## src/rtl/axi_tdd_ng_channel_bank.sv

```systemverilog
// TDD output channel bank: per-channel on/off windows compared against the shared frame counter,
// with double-buffered configuration that only commits while idle or on the last count of a frame.
package axi_tdd_ng_pkg;
    typedef enum logic [1:0] {
        IDLE    = 2'b00,
        ARMED   = 2'b01,
        WAITING = 2'b10,
        RUNNING = 2'b11
    } state_t;
endpackage

module axi_tdd_ng_channel_bank
    import axi_tdd_ng_pkg::*;
#(
    parameter int REGISTER_WIDTH = 32,
    parameter int NUM_CH         = 8,
    parameter int NUM_WIN        = 2
) (
    input  logic                                      clk_i,
    input  logic                                      rst_i,
    input  logic [REGISTER_WIDTH-1:0]                 tdd_counter_i,
    input  state_t                                    tdd_cstate_i,
    input  logic                                      tdd_enable_i,
    input  logic                                      tdd_restart_i,
    input  logic                                      tdd_endof_frame_i,
    input  logic                                      cfg_load_i,
    output logic                                      cfg_pending_o,
    input  logic [NUM_CH-1:0]                         ch_en_i,
    input  logic [NUM_CH-1:0]                         ch_pol_i,
    input  logic [NUM_CH-1:0]                         ch_mode_i,
    input  logic [NUM_CH*NUM_WIN-1:0]                 win_en_i,
    input  logic [NUM_CH*NUM_WIN*REGISTER_WIDTH-1:0]  t_high_i,
    input  logic [NUM_CH*NUM_WIN*REGISTER_WIDTH-1:0]  t_low_i,
    output logic [NUM_CH-1:0]                         out_o
);

    localparam int NW = NUM_CH * NUM_WIN;
    localparam int TW = NW * REGISTER_WIDTH;

    logic [NUM_CH-1:0] ch_en_q;
    logic [NUM_CH-1:0] ch_pol_q;
    logic [NUM_CH-1:0] ch_mode_q;
    logic [NW-1:0]     win_en_q;
    logic [TW-1:0]     t_high_q;
    logic [TW-1:0]     t_low_q;
    logic              cfg_pending_q;

    logic is_idle;
    logic is_running;
    logic commit;

    assign is_idle    = (tdd_cstate_i == IDLE);
    assign is_running = (tdd_cstate_i == RUNNING);
    // A request raised mid-frame waits for the frame boundary so a running frame never glitches.
    assign commit     = (cfg_load_i || cfg_pending_q) && (is_idle || tdd_endof_frame_i);

    always_ff @(posedge clk_i) begin
        if (rst_i) begin
            ch_en_q       <= '0;
            ch_pol_q      <= '0;
            ch_mode_q     <= '0;
            win_en_q      <= '0;
            t_high_q      <= '0;
            t_low_q       <= '0;
            cfg_pending_q <= 1'b0;
        end else if (commit) begin
            ch_en_q       <= ch_en_i;
            ch_pol_q      <= ch_pol_i;
            ch_mode_q     <= ch_mode_i;
            win_en_q      <= win_en_i;
            t_high_q      <= t_high_i;
            t_low_q       <= t_low_i;
            cfg_pending_q <= 1'b0;
        end else if (cfg_load_i) begin
            cfg_pending_q <= 1'b1;
        end
    end

    assign cfg_pending_o = cfg_pending_q;

    generate
        for (genvar gi = 0; gi < NUM_CH; gi++) begin : g_ch
            logic set_d, set_q;
            logic clr_d, clr_q;
            logic out_q;

            always_comb begin
                set_d = 1'b0;
                clr_d = 1'b0;
                for (int w = 0; w < NUM_WIN; w++) begin
                    if (win_en_q[gi*NUM_WIN + w] &&
                        tdd_counter_i == t_high_q[(gi*NUM_WIN + w)*REGISTER_WIDTH +: REGISTER_WIDTH])
                        set_d = 1'b1;
                    if (win_en_q[gi*NUM_WIN + w] &&
                        tdd_counter_i == t_low_q[(gi*NUM_WIN + w)*REGISTER_WIDTH +: REGISTER_WIDTH])
                        clr_d = 1'b1;
                end
                // Pulse channels end themselves after one cycle, so t_low has no meaning there.
                if (ch_mode_q[gi])
                    clr_d = 1'b0;
            end

            always_ff @(posedge clk_i) begin
                if (rst_i) begin
                    set_q <= 1'b0;
                    clr_q <= 1'b0;
                    out_q <= 1'b0;
                end else begin
                    set_q <= tdd_enable_i && set_d;
                    clr_q <= tdd_enable_i && clr_d;
                    if (!tdd_enable_i)
                        out_q <= 1'b0;
                    else if (!ch_en_q[gi] || is_idle || clr_q || tdd_restart_i)
                        out_q <= ch_pol_q[gi];
                    else if (is_running && set_q)
                        out_q <= ~ch_pol_q[gi];
                    else if (ch_mode_q[gi])
                        out_q <= ch_pol_q[gi];
                end
            end

            assign out_o[gi] = out_q;
        end
    endgenerate

endmodule

```

## config.mk

```make
export PLATFORM = sky130hd
export DESIGN_NAME = axi_tdd_ng_channel_bank
export DESIGN_NICKNAME = d
export VERILOG_FILES = /design/src/rtl/axi_tdd_ng_channel_bank.sv
export SDC_FILE = /design/constraint.sdc
export NUM_CORES = 2
export LEC_CHECK = 0
export ABC_AREA = 1
export BUFFER_PORTS_ARGS = -buffer_cell sky130_fd_sc_hd__buf_4
export CAP_MARGIN = 10
export CELL_PAD_IN_SITES_DETAIL_PLACEMENT = 1
export CELL_PAD_IN_SITES_GLOBAL_PLACEMENT = 1
export CORE_AREA = 2 2 430 432
export CTS_CLUSTER_DIAMETER = 50
export DETAILED_ROUTE_END_ITERATION = 6
export DIE_AREA = 0 0 432 434
export PLACE_DENSITY_LB_ADDON = 0.1
export SYNTH_ARGS = -nofsm -noshare
export SYNTH_HDL_FRONTEND = slang
export SYNTH_SLANG_ARGS = --single-unit
```

## constraint.sdc

```tcl
create_clock -name clk_i -period 1.7 [get_ports clk_i]
set_input_delay 0.255 -clock clk_i [delete_from_list [all_inputs] [get_ports clk_i]]
set_output_delay 0.255 -clock clk_i [all_outputs]
set_load 0.05 [all_outputs]
```

After elaboration in Yosys (flattened, before gate mapping)
Cells that the tools add are included.
{"block": "word_totals", "regBits": 1089, "word_cells": 239}
{"block": "classes", "n_eq_ne": 33, "n_bitwise": 9, "n_mux": 64, "reduce_logical": 102}
{"cell": "$eq 32x32->1", "count": 32}
{"cell": "$mux 1", "count": 64}
{"cell": "$logic_and 1x1->1", "count": 57}
{"cell": "$logic_or 1x1->1", "count": 26}
{"cell": "$reduce_bool 3->1", "count": 8}
{"cell": "$not 1->1", "count": 9}
{"cell": "$logic_not 1->1", "count": 8}
{"cell": "$reduce_or 2->1", "count": 2}
{"cell": "$eq 2x2->1 const B", "count": 1}
{"cell": "$logic_not 2->1", "count": 1}

Depth between registers and ports, before layout
{"block": "logic_depth", "depth_word": 6, "ltp_mapped": 12, "mapped_depth_nobuf": 10}

Worst setup path after synthesis
Ideal clock, no wire load.
{"block": "synth_path", "path_type": "flip-flop to flip-flop", "from": "register cfg_pending_q (netlist: cfg_pending_o)", "to": "register t_high_q[435]", "n_path_buf": 3, "synth_period_minus_slack_ns": 1.604, "required_ns": 1.572, "slack_ns": 0.096, "arrival_ns": 1.475, "stages_incl_launch_ff": 7, "path_cell_list": "dfxtp_1 > o22ai_2 > buf_2 > buf_2 > buf_2 > o21ai_0 > a21oi_1"}
{"block": "synth_between", "elab_chain_cells": 2}
{"item": "start, declared", "line_no": "46", "rtl": "logic cfg_pending_q;"}
{"item": "start signal, assigned", "line_no": "65", "rtl": "cfg_pending_q <= 1'b0;"}
{"item": "start signal, assigned", "line_no": "73", "rtl": "cfg_pending_q <= 1'b0;"}
{"item": "start signal, assigned", "line_no": "75", "rtl": "cfg_pending_q <= 1'b1;"}
{"item": "$logic_or 1x1->1", "line_no": "55", "rtl": "assign commit = (cfg_load_i || cfg_pending_q) && (is_idle || tdd_endof_frame_i);"}
{"item": "$logic_and 1x1->1", "line_no": "55"}
{"item": "end signal, assigned", "line_no": "71", "rtl": "t_high_q <= t_high_i;"}
{"item": "end, declared", "line_no": "44", "rtl": "logic [TW-1:0] t_high_q;"}
Every way passes these cells.
A chain may end at the register's enable or synchronous reset.

Final worst setup path
{"block": "layout_path", "from": "register cfg_pending_q (netlist: cfg_pending_o)", "to": "register t_low_q[3]"}
{"block": "layout_between", "elab_chain_cells": 2}
{"item": "$logic_or 1x1->1", "line_no": "55"}
{"item": "$logic_and 1x1->1", "line_no": "55"}
{"item": "end signal, assigned", "line_no": "72", "rtl": "t_low_q <= t_low_i;"}
{"item": "end, declared", "line_no": "45", "rtl": "logic [TW-1:0] t_low_q;"}
Every way passes these cells.

==> results summary <==
The number of cell instances on the worst register-to-register path came out at 7. The net count after synthesis is 9069. Setup violations remaining at the end of the flow were counted as 405.

The destination of the critical timing path is t_low_q[3]$_SDFFE_PP0P_. The sequential element share of the synthesized area came out at between 40% and 50%. The share of cells above drive strength 1 came out at 23.1%. The final worst slack came out at -205 ps. The cell count after placement is 11.9k.

The dominant register cell in the synthesized netlist is dfxtp_1. In this run the worst setup path begins at cfg_pending_o$_SDFFE_PP0P_. The number of antenna violations at the first check in global routing came out at around 130. The TritonCTS buffer count came out at roughly 170. The die span in y came out at 434 um. The startpoint identified for the worst register-to-register timing path is cfg_pending_o$_SDFFE_PP0P_. The kind of critical path is flop to flop. The count of buffers from port buffering is ~1.1k. Clock latency on the worst-skew pair, taken at its later pin, is 840 ps. In this run, synthesis inferred 0 flip-flops with an integrated enable. STA classifies the critical path endpoint as a flop. The pin count of the biggest net entering global routing is 75. The count of warnings emitted by yosys is 0. The root buffer cell is clkbuf_16. The die boundary width came out at 432 um. The iteration-0 DRC count of the detailed router is 5611. Each instance of the synthesized netlist takes up on average 6.62 um2. The static leakage came out at roughly 40 nW. The clock tree from TritonCTS is done. Setup repair after global routing could not meet its margin everywhere. The sum of negative setup slack came out at -15650 ps. The core region is 182000 um2.

The commonest cells after synthesis are nand2_1 (1773), nor2_1 (1386), o21ai_0 (1267). The library cell with the highest instance count after synthesis is nand2_1. The time the worst path needs with I/O delays and setup came out at 1900 ps. For this run the aggregate overflow at the end of global routing stands at 0. The layout-stage area growth over the synthesis result is 69.5%. The register-to-register setup slack came out at -200 ps. In this run the worst hold path is classified as input pin to flop. The largest total area in the synthesized netlist belongs to dfxtp_1. Synthesis produced a netlist whose cell count is 7965. The area fraction of the dominant cell type after synthesis came out at 41.3%. The first global-routing pass estimated 545000 um of wire. The final instance count without filler cells is 13.3k. The max-cap check violation count came out at 0. The register bit count reported by yosys came out at 1089. The die area came out at approximately 190000 um2. The signal on the critical path passes through o22ai_4 -> buf_12 -> clkbuf_16 -> buf_4 -> clkbuf_16 -> o21ai_0 -> a21oi_1. The global routing usage summed across all routing layers came out at between 40 and 50%. The clock-pin slew on the worst setup and hold paths is 60 ps. The largest fanout on the critical path came out at 17. At the worst endpoint, the arrival time is around 2600 ps. Across the VDD grid, the largest voltage drop is 0.764 mV. In this design, the critical path's most frequently occurring cell is clkbuf_16. The count of nets left with antenna violations once routing finished came out at 0. The wire-length estimate of the detail-placed layout is roughly 300000 um. Summing all multi-input logic gate instances after layout gives 26100 um2. The count of final hold-check violations is 0.

The combined flip-flop and latch cell area is between 20000 and 25000 um2. The number of inserted filler cells in the final layout came out at ~22k. The count of H-tree levels built during CTS came out at 4. The placement-stage worst setup slack is -589 ps. In the post-synthesis netlist, the biggest area contributors are dfxtp_1 (41%), nand2_1 (13%), o21ai_0 (12%), nor2_1 (9.9%), a21oi_1 (6.3%). STA puts the critical path data required time at around 2400 ps.

The clock drives 1089 sinks. The fraction of the cycle the final worst path needs is 112%. The async set or reset register ratio after synthesis is 0%. The netlist uses 29 different library cells. The worst max-slew margin expressed relative to the limit is 44.7%. The routed layout has 69.4k vias.

In this run the critical register-to-register path is captured at t_low_q[3]$_SDFFE_PP0P_. The achievable frequency came out at 0.525 GHz. The final-report max-slew violation count came out at 0. The critical path's largest stage delay came out at roughly 380 ps. The number of detailed-route iterations in the first pass came out at 6. The routed via count divided by cell count came out at roughly 5.2. Summing every instance area after synthesis gives 52700 um2.

The depth of the worst hold-timing path came out at 4. The weighted congestion reported at the end of routability-driven placement came out at 0.981. For this block, the routed nets add up to 406000 um of wire. The run finished, with violations left. The transition time of the tightest slew-check pin is 821 ps. The checks that failed: negative setup slack. Once the floorplan was initialized, standard cells occupied 28.9% of the core. The startpoint type of the worst setup path is a flop.

The largest individual stage delay along the critical path comes from the cell dfxtp_2. The power per cell area came out at 991 nW/um2. The clock arrives with 38.3 ps of skew.

The standard-cell row count is 157. The number of remaining DRC errors came out at 0. The net count reported at finish came out at 11.9k. The critical hold path startpoint is t_low_i[245].

The number of global-route vias before repair came out at about 72k. Dividing the detail-routed wire length by the instance count gives 30.5 um. During I/O placement, the number of pins put on the boundary was roughly 1.1k. In this run the deepest clock path goes through 3 buffers.
[logic make-up (layout without fill, tap and decap cells)]
family	after synthesis	count (layout)	synth area share (%)
buf+inv	1237	4147	10.1
xor+xnor	314	314	5.21
simple gates	3300	3300	23.9
flops	1089	1089	41.3
other cells	0	82	0
compound gates	2025	2025	19.5
[registers in the layout, indices dropped and copies added, names as in the netlist, 8 cells and up]
name        flops
ch_en_q         8
ch_mode_q       8
ch_pol_q        8
g_ch.clr_q      8
g_ch.out_q      8
g_ch.set_q      8
t_high_q      512
t_low_q       512
win_en_q       16
[power breakdown]
group / internal, mW / switching, mW
logic: 9.22 / 12.0
registers: 27.8 / 1.62
clock network: 24.0 / 14.0
total: 61.0 / 27.6
[stage by stage]
step | hold slack [ps] | utilization [%] | power [mW] | cell area, um2
floorplan | 334 | - | 37.0 | 52700
global placement | 443 | 38.9 | 47.1 | 71000
CTS | 1.60 | 48.4 | 87.7 | 88300
global route | 50.6 | 48.9 | 91.2 | 89300
finish | 85.1 | 49.0 | 88.6 | 89400
detailed placement | 451 | 38.9 | 47.3 | 71000
[layout by cell type (no fill, tap or decap), types with 5 or more instances in the layout]
cell type	instances
nand2_1	1769
buf_6	34
o22ai_1	13
buf_4	1812
o21ai_2	20
inv_8	5
nor2_2	12
diode_2	82
a21oi_1	641
clkbuf_16	184
inv_1	659
clkinvlp_4	13
inv_2	20
dfxtp_1	1076
clkinv_2	20
clkinv_4	12
nand3_1	55
nor3_1	35
o21ai_1	154
xor2_1	108
nand3_2	6
buf_8	14
inv_6	12
nor3_2	6
clkbuf_8	27
nor2_1	1369
a21oi_2	26
clkbuf_1	14
dfxtp_2	12
buf_12	200
o211ai_1	39
inv_4	5
nand4_1	30
dlygate4sd3_1	1066
xnor2_1	203
o21ai_0	1126
nor2_4	5
bufinv_16	28
buf_16	15
nand3_4	6
[what timing repair did]
item | in CTS | in global routing
gates cloned | 6 | 13
hold endpoints to repair | 1079 | 0
pin swaps | 3 | 11
hold buffers | 1066 | 0
gates resized for setup | 143 | 216
setup buffers | 5 | 11
endpoints found under the setup margin | 404 | 477
[worst max-delay path: cells and delay by family (launching register included)]
kind / cells / cell delay (ps)
compound gates: 3 / 600
flops: 1 / 380
buf+inv: 4 / 740
[how the worst min path moves through the flow]
stage,endpoint
floorplan,cfg_pending_o$_SDFFE_PP0P_
global placement,ch_en_q[1]$_SDFFE_PP0P_
detailed placement,ch_en_q[1]$_SDFFE_PP0P_
CTS,t_low_q[245]$_SDFFE_PP0P_
global route,t_high_q[67]$_SDFFE_PP0P_
finish,t_low_q[245]$_SDFFE_PP0P_
[final cells by class]
class | count | area share [%]
repair buffers | 3155 | 33.2
multi-input cells | 5639 | 29.2
flip-flops and latches | 1089 | 24.4
clock buffers | 214 | 5.32
well taps | 2385 | 3.34
inverters | 697 | 2.97
clock inverters | 81 | 1.39
diodes | 82 | 0.230
[metal layers]
metal	vias up	wire length (um)	part of all wire [%]	global-route usage, %
li1	30900	-	-	-
met1	34100	162000	40	49.8
met5	-	321	0.079	0
met3	1207	26700	6.6	7.60
met4	50	33400	8.2	29.0
met2	3085	184000	45	66.9
No activity file was read; power rests on OpenSTA's default activity.
